===== src/rtl/hack_cpu_mc.sv =====
// Multi-cycle Hack CPU with handshaked instruction and data memory ports.
// Defining HACK_CPU_HALT_EN adds a HALT state entered on a tight self-loop jump.
module hack_cpu_mc #(
  parameter int DATA_W = 16,
  parameter int ADDR_W = 15
) (
  input  logic              clk,
  input  logic              reset,
  output logic              imem_req,
  output logic [ADDR_W-1:0] imem_addr,
  input  logic              imem_ack,
  input  logic [15:0]       imem_data,
  output logic              dmem_req,
  output logic              dmem_we,
  output logic [ADDR_W-1:0] dmem_addr,
  output logic [DATA_W-1:0] dmem_wdata,
  input  logic              dmem_ack,
  input  logic [DATA_W-1:0] dmem_rdata,
  output logic [ADDR_W-1:0] pc,
  output logic              retire,
  output logic              halted
);

  typedef enum logic [2:0] {
    FETCH  = 3'd0,
    DECODE = 3'd1,
    MREAD  = 3'd2,
    EXEC   = 3'd3,
    MWRITE = 3'd4
`ifdef HACK_CPU_HALT_EN
    , HALT = 3'd5
`endif
  } state_t;

  state_t              state_reg, state_next;
  logic [ADDR_W-1:0]   pc_reg;
  logic [DATA_W-1:0]   a_reg, d_reg, mreg_reg, alu_q_reg;
  logic [15:0]         ir_reg;
  logic                jmp_q_reg, retire_reg;

  logic [DATA_W-1:0]   x0, x1, y_src, y0, y1, f_out, alu_res, commit_res;
  logic                zr, ng, jmp, commit, commit_jmp;
  logic [ADDR_W-1:0]   pc_inc;

  // ALU: x is always D, y is M when the a-bit is set, otherwise A
  assign y_src   = ir_reg[12] ? mreg_reg : a_reg;
  assign x0      = ir_reg[11] ? '0 : d_reg;
  assign x1      = ir_reg[10] ? ~x0 : x0;
  assign y0      = ir_reg[9]  ? '0 : y_src;
  assign y1      = ir_reg[8]  ? ~y0 : y0;
  assign f_out   = ir_reg[7]  ? (x1 + y1) : (x1 & y1);
  assign alu_res = ir_reg[6]  ? ~f_out : f_out;
  assign zr      = (alu_res == '0);
  assign ng      = alu_res[DATA_W-1];
  assign jmp     = (ng & ir_reg[2]) | (zr & ir_reg[1]) | (~ng & ~zr & ir_reg[0]);

  // A memory write defers the commit, so the result and jump decision are held
  assign commit     = ((state_reg == EXEC) && !ir_reg[3]) || ((state_reg == MWRITE) && dmem_ack);
  assign commit_res = (state_reg == MWRITE) ? alu_q_reg : alu_res;
  assign commit_jmp = (state_reg == MWRITE) ? jmp_q_reg : jmp;
  assign pc_inc     = pc_reg + ADDR_W'(1);

`ifdef HACK_CPU_HALT_EN
  logic halt_hit;
  assign halt_hit = (state_reg == EXEC) && (ir_reg[2:0] == 3'b111) && !ir_reg[3]
                    && (a_reg[ADDR_W-1:0] == pc_reg);
  assign halted   = (state_reg == HALT);
`else
  assign halted   = 1'b0;
`endif

  always_ff @(posedge clk or posedge reset) begin
    if (reset) state_reg <= FETCH;
    else       state_reg <= state_next;
  end

  always_comb begin
    state_next = state_reg;
    case (state_reg)
      FETCH:  if (imem_ack) state_next = DECODE;
      DECODE: begin
        if (!ir_reg[15])     state_next = FETCH;
        else if (ir_reg[12]) state_next = MREAD;
        else                 state_next = EXEC;
      end
      MREAD:  if (dmem_ack) state_next = EXEC;
      EXEC: begin
        if (ir_reg[3])     state_next = MWRITE;
`ifdef HACK_CPU_HALT_EN
        else if (halt_hit) state_next = HALT;
`endif
        else               state_next = FETCH;
      end
      MWRITE: if (dmem_ack) state_next = FETCH;
      default: state_next = state_reg;
    endcase
  end

  // Requests are also gated by reset so an abort drops them without waiting for a clock
  always_comb begin
    imem_req = 1'b0;
    dmem_req = 1'b0;
    dmem_we  = 1'b0;
    if (!reset) begin
      case (state_reg)
        FETCH:  imem_req = 1'b1;
        MREAD:  dmem_req = 1'b1;
        MWRITE: begin
          dmem_req = 1'b1;
          dmem_we  = 1'b1;
        end
        default: ;
      endcase
    end
  end

  always_ff @(posedge clk or posedge reset) begin
    if (reset) begin
      pc_reg     <= '0;
      a_reg      <= '0;
      d_reg      <= '0;
      ir_reg     <= '0;
      mreg_reg   <= '0;
      alu_q_reg  <= '0;
      jmp_q_reg  <= 1'b0;
      retire_reg <= 1'b0;
    end else begin
      retire_reg <= 1'b0;
      case (state_reg)
        FETCH:  if (imem_ack) ir_reg <= imem_data;
        DECODE: if (!ir_reg[15]) begin
          a_reg      <= {{(DATA_W-15){1'b0}}, ir_reg[14:0]};
          pc_reg     <= pc_inc;
          retire_reg <= 1'b1;
        end
        MREAD:  if (dmem_ack) mreg_reg <= dmem_rdata;
        EXEC:   if (ir_reg[3]) begin
          alu_q_reg <= alu_res;
          jmp_q_reg <= jmp;
        end
        default: ;
      endcase
      if (commit) begin
        if (ir_reg[4]) d_reg <= commit_res;
        if (ir_reg[5]) a_reg <= commit_res;
        pc_reg     <= commit_jmp ? a_reg[ADDR_W-1:0] : pc_inc;
        retire_reg <= 1'b1;
      end
    end
  end

  assign imem_addr  = pc_reg;
  assign pc         = pc_reg;
  assign dmem_addr  = a_reg[ADDR_W-1:0];
  assign dmem_wdata = alu_q_reg;
  assign retire     = retire_reg;

endmodule


===== config.mk =====
export PLATFORM = sky130hd
export DESIGN_NAME = hack_cpu_mc
export DESIGN_NICKNAME = d
export VERILOG_FILES = /design/src/rtl/hack_cpu_mc.sv
export SDC_FILE = /design/constraint.sdc
export NUM_CORES = 1
export LEC_CHECK = 0
export ABC_AREA = 1
export BUFFER_PORTS_ARGS = -buffer_cell sky130_fd_sc_hd__buf_2
export CAP_MARGIN = 20
export CELL_PAD_IN_SITES_DETAIL_PLACEMENT = 2
export CELL_PAD_IN_SITES_GLOBAL_PLACEMENT = 2
export CORE_MARGIN = 2
export CORE_UTILIZATION = 36
export CTS_BUF_LIST = sky130_fd_sc_hd__clkbuf_4 sky130_fd_sc_hd__clkbuf_8
export CTS_CLUSTER_DIAMETER = 80
export DETAILED_ROUTE_END_ITERATION = 8
export GPL_ROUTABILITY_DRIVEN = 0
export GPL_TIMING_DRIVEN = 0
export HOLD_SLACK_MARGIN = 0.05
export PLACE_DENSITY = 0.93
export SLEW_MARGIN = 20
export SYNTH_ARGS = -nofsm -noshare
export SYNTH_HDL_FRONTEND = slang
export SYNTH_SLANG_ARGS = --single-unit

===== constraint.sdc =====
create_clock -name clk -period 5.8 [get_ports clk]
set_input_delay 0.29 -clock clk [delete_from_list [all_inputs] [get_ports clk]]
set_output_delay 0.29 -clock clk [all_outputs]
set_load 0.02 [all_outputs]

==> out/qor.log <==
INFO  status         status=completed
INFO  hold_path      worst_hold_path_type=input pin to register
INFO  synth          synthesis.area=0.00725sqmm
INFO  detailed_routing antenna_violating_nets_post_route=0
INFO  synth          sequential_to_total_area_share_from_yosys_stat=34.5%
INFO  cts            skew_pair_late_insertion_delay=420ps
INFO  synth          post_synth_cell_types=36
INFO  worst_setup_path worst_r2r_path_depth=27
INFO  detailed_routing avgRoutedWirePerCell=24.3um
INFO  timing         tns=0ps
INFO  synth          netlist_instances=1020
INFO  timing         slew_headroom=43.9%
INFO  worst_setup_path crit_fanout=10
INFO  flow_run       timing.max_cap.violations=0
INFO  place          dp_hpwl=26400um
INFO  timing         max_slew_violations=0
INFO  timing         finalHoldViolCount=0
INFO  worst_setup_path critical_path_arrival=5360ps
INFO  synth          yosys_warns=0
INFO  worst_setup_path worst-setup-path-type=register to register
INFO  global_route   globalRouteTotalUtil=32.2%
INFO  cts            clock-root-buffer=sky130_fd_sc_hd__clkbuf_8
INFO  floorplan      fp.coreArea=0.0196sqmm
INFO  global_route   grt_antenna_before_repair=0
INFO  cts            path_clk_slew=110ps
INFO  hold_path      worstHoldPathCells=2
INFO  synth          number_of_enable_type_register_cells_in_the_synthesized_netlist=0
INFO  timing         time_the_final_worst_path_needs_with_i_o_delays_and_setup=5070ps
INFO  timing         grt_setup_unrepaired=false
INFO  cts            cts_made_buffers=9
INFO  global_route   via_count_of_the_first_global_routing_pass=8814
INFO  synth          postSynthNetCount=1074
INFO  floorplan      die_x=146um
INFO  timing         fmax=0.197GHz
INFO  cts            clock_tree_from_tritoncts=built
INFO  floorplan      design.portCount=102
INFO  global_route   global_route.overflow_total=0
INFO  synth          synth_area_leader_cell=sky130_fd_sc_hd__dfrtp_1
INFO  detailed_routing routed_wl=34100um
INFO  cells_and_area diodes=0
INFO  synth          yosys_register_bits=100
INFO  synth          yosysTopAreaCellShare=34.5%
INFO  floorplan      die_area=0.0213sqmm
INFO  timing         final_min_period_over_clock_period=87.4%
INFO  synth          post_synth_main_area_contributors=sky130_fd_sc_hd__dfrtp_1 (35%), sky130_fd_sc_hd__nand2_1 (14%), sky130_fd_sc_hd__nand3_1 (7.1%)
INFO  detailed_routing drc_errors=0
INFO  worst_setup_path setup.reg_to_reg.worst_slack=730ps
INFO  floorplan      fp-row-count=51
INFO  cells_and_area area_growth_syn_to_layout=14.8%
INFO  hold_path      hold_start=dmem_rdata[3]
INFO  cts            clock_sink_count=100
INFO  place          place.port_buffers=100
INFO  worst_setup_path worstSetupStartpointType=register
INFO  worst_setup_path reg2reg_from=ir_reg[12]
INFO  timing         finClkSkew=20.7ps
INFO  detailed_routing detailedRoute.firstPassIterationCount=5
INFO  synth          dominantRegCellSynth=sky130_fd_sc_hd__dfrtp_1
INFO  cells_and_area final_layout_size_suffix_gt1_share=21.1%
INFO  worst_setup_path critPathRequiredTime=6090ps
INFO  hold_path      timing.hold.worst_endpoint=mreg_reg[3]
INFO  timing         setup_violations=0
INFO  worst_setup_path cp-end-kind=register
INFO  global_route   grt_max_degree=54
INFO  cts            clock_path_buffers=2
INFO  floorplan      die-height=146um
INFO  detailed_routing first_iter_violations=614
INFO  timing         tightestPinTransition=838ps
INFO  floorplan      starting_density_of_the_core=37.0%
INFO  synth          asyncSetResetFlopFracSynth=100%
INFO  detailed_routing routed_via_density=5.58
INFO  cells_and_area design.final.nets=1187
INFO  cts            htree_num_levels=3
INFO  global_route   grt_pass1_wl=52500um
INFO  detailed_routing routed-via-count=7830
INFO  worst_setup_path critical_path.reg2reg.endpoint=imem_addr[9]
INFO  synth          synth_area_per_cell=7.11squm
-- metal layers --
metal / wire, um / global-route usage [%] / part of all wire [%] / vias to the layer above
li1: - / - / - / 3426
met1: 13300 / 37.1 / 39 / 3984
met2: 17300 / 57.3 / 51 / 304
met3: 1710 / 5.36 / 5.0 / 116
met4: 1840 / 16.7 / 5.4 / 0
met5: 0 / 0 / 0 / -
-- critical path: stages (launching register included) --
cell	delay, ps
sky130_fd_sc_hd__dfrtp_1	430
sky130_fd_sc_hd__inv_1	260
sky130_fd_sc_hd__clkbuf_1	530
sky130_fd_sc_hd__a21oi_1	150
sky130_fd_sc_hd__o21ai_0	130
sky130_fd_sc_hd__xor2_1	240
sky130_fd_sc_hd__ha_1	300
sky130_fd_sc_hd__inv_1	110
sky130_fd_sc_hd__fa_1	400
sky130_fd_sc_hd__inv_1	150
sky130_fd_sc_hd__nand2_1	80
sky130_fd_sc_hd__nand2_1	100
sky130_fd_sc_hd__nand3_1	70
sky130_fd_sc_hd__nand3_1	140
sky130_fd_sc_hd__nand3_1	90
sky130_fd_sc_hd__nand2_1	150
sky130_fd_sc_hd__nand3_1	120
sky130_fd_sc_hd__nor2_1	200
sky130_fd_sc_hd__nand3_1	170
sky130_fd_sc_hd__nor2_2	200
sky130_fd_sc_hd__nand2_1	100
sky130_fd_sc_hd__nand2_2	100
sky130_fd_sc_hd__nand4_4	190
sky130_fd_sc_hd__nand2_4	180
sky130_fd_sc_hd__buf_12	160
sky130_fd_sc_hd__nand2_2	60
sky130_fd_sc_hd__nand3_2	70
sky130_fd_sc_hd__nand2_2	60
-- synthesized netlist by cell type, types with 3 or more instances --
| cell | number |
|---|---|
| sky130_fd_sc_hd__nand2_1 | 267 |
| sky130_fd_sc_hd__inv_1 | 129 |
| sky130_fd_sc_hd__nand3_1 | 103 |
| sky130_fd_sc_hd__dfrtp_1 | 100 |
| sky130_fd_sc_hd__o21ai_0 | 85 |
| sky130_fd_sc_hd__a21oi_1 | 49 |
| sky130_fd_sc_hd__nor2_1 | 46 |
| sky130_fd_sc_hd__xor2_1 | 43 |
| sky130_fd_sc_hd__buf_4 | 33 |
| sky130_fd_sc_hd__nand2_2 | 33 |
| sky130_fd_sc_hd__clkbuf_1 | 29 |
| sky130_fd_sc_hd__mux2_2 | 22 |
| sky130_fd_sc_hd__ha_1 | 17 |
| sky130_fd_sc_hd__nand3_2 | 16 |
| sky130_fd_sc_hd__nand4_1 | 7 |
| sky130_fd_sc_hd__buf_2 | 5 |
| sky130_fd_sc_hd__nor3_1 | 4 |
| sky130_fd_sc_hd__xnor2_1 | 4 |
| sky130_fd_sc_hd__and2_1 | 3 |
| sky130_fd_sc_hd__buf_1 | 3 |
| sky130_fd_sc_hd__or2_2 | 3 |
-- area by class of cell --
class / instances / area [sq um]
Inverter: 133 / 504
Sequential cell: 100 / 2500
Multi-Input combinational cell: 715 / 3830
Fill cell: 2351 / 11300
Clock inverter: 6 / 70.1
Timing Repair Buffer: 102 / 538
Buffer: 72 / 424
Tap cell: 265 / 332
Clock buffer: 10 / 131
-- through the flow --
| step | hold WS (ps) | instances | setup WS (ps) | cell area (sq um) | util (%) |
|---|---|---|---|---|---|
| after floorplan | 441 | 1020 | 2330 | 7250 | - |
| after global placement | 463 | 1385 | 1340 | 8080 | 41.3 |
| after detailed placement | 411 | 1386 | 849 | 8120 | 41.4 |
| after CTS | 93.7 | 1403 | 835 | 8330 | 42.5 |
| after global routing | 97.2 | 1403 | 516 | 8330 | 42.5 |
| final | 103 | 1403 | 733 | 8330 | 42.5 |
-- how the worst max path moves through the flow --
stage | cells after the start | from | to | slack (ps)
final | 27 | ir_reg[12] | imem_addr[9] | 730
after global routing | 27 | ir_reg[12] | imem_addr[0] | 520
after CTS | 27 | ir_reg[12] | imem_addr[9] | 840
after detailed placement | 27 | ir_reg[12] | imem_addr[0] | 850
after global placement | 27 | ir_reg[12] | imem_addr[9] | 1340
after floorplan | 25 | ir_reg[12] | imem_addr[0] | 2330
-- kinds of logic after synthesis --
group | share of synthesized area, %
AOI/OAI and AO/OA | 9.56
muxes | 3.42
adders and majority gates | 3.21
and+or+nand+nor | 30.8
other | 0.0517
buffers and inverters | 12.7
DFF | 34.5
xor gates and xnor gates | 5.68
-- cells in the final DEF, fill, tap and decap left out, drive strengths merged --
master and instances:
fa 1, inv 133, xor2 43, nand4 8, clkinv 5, ha 17, nand2 301, nor3 4
conb 1, bufinv 1, or2 3, nor3b 2, and2 3, o211ai 1, mux2 22, o22ai 1
nor2 49, o21ai 85, dlygate4sd3 1, a21oi 50, nand3 119, buf 144, nand3b 1, clkbuf 39
dfrtp 100, xnor2 4
-- what timing repair did --
action                    in CTS  in global routing
hold buffers                   1                  0
buffers inserted               0                  0
hold endpoints to repair      47                  0
resized for setup              0                  0
Power is left out: the tool's default activity adds up to more than one toggle a clock period on the data nets, which glitch-free logic cannot reach.
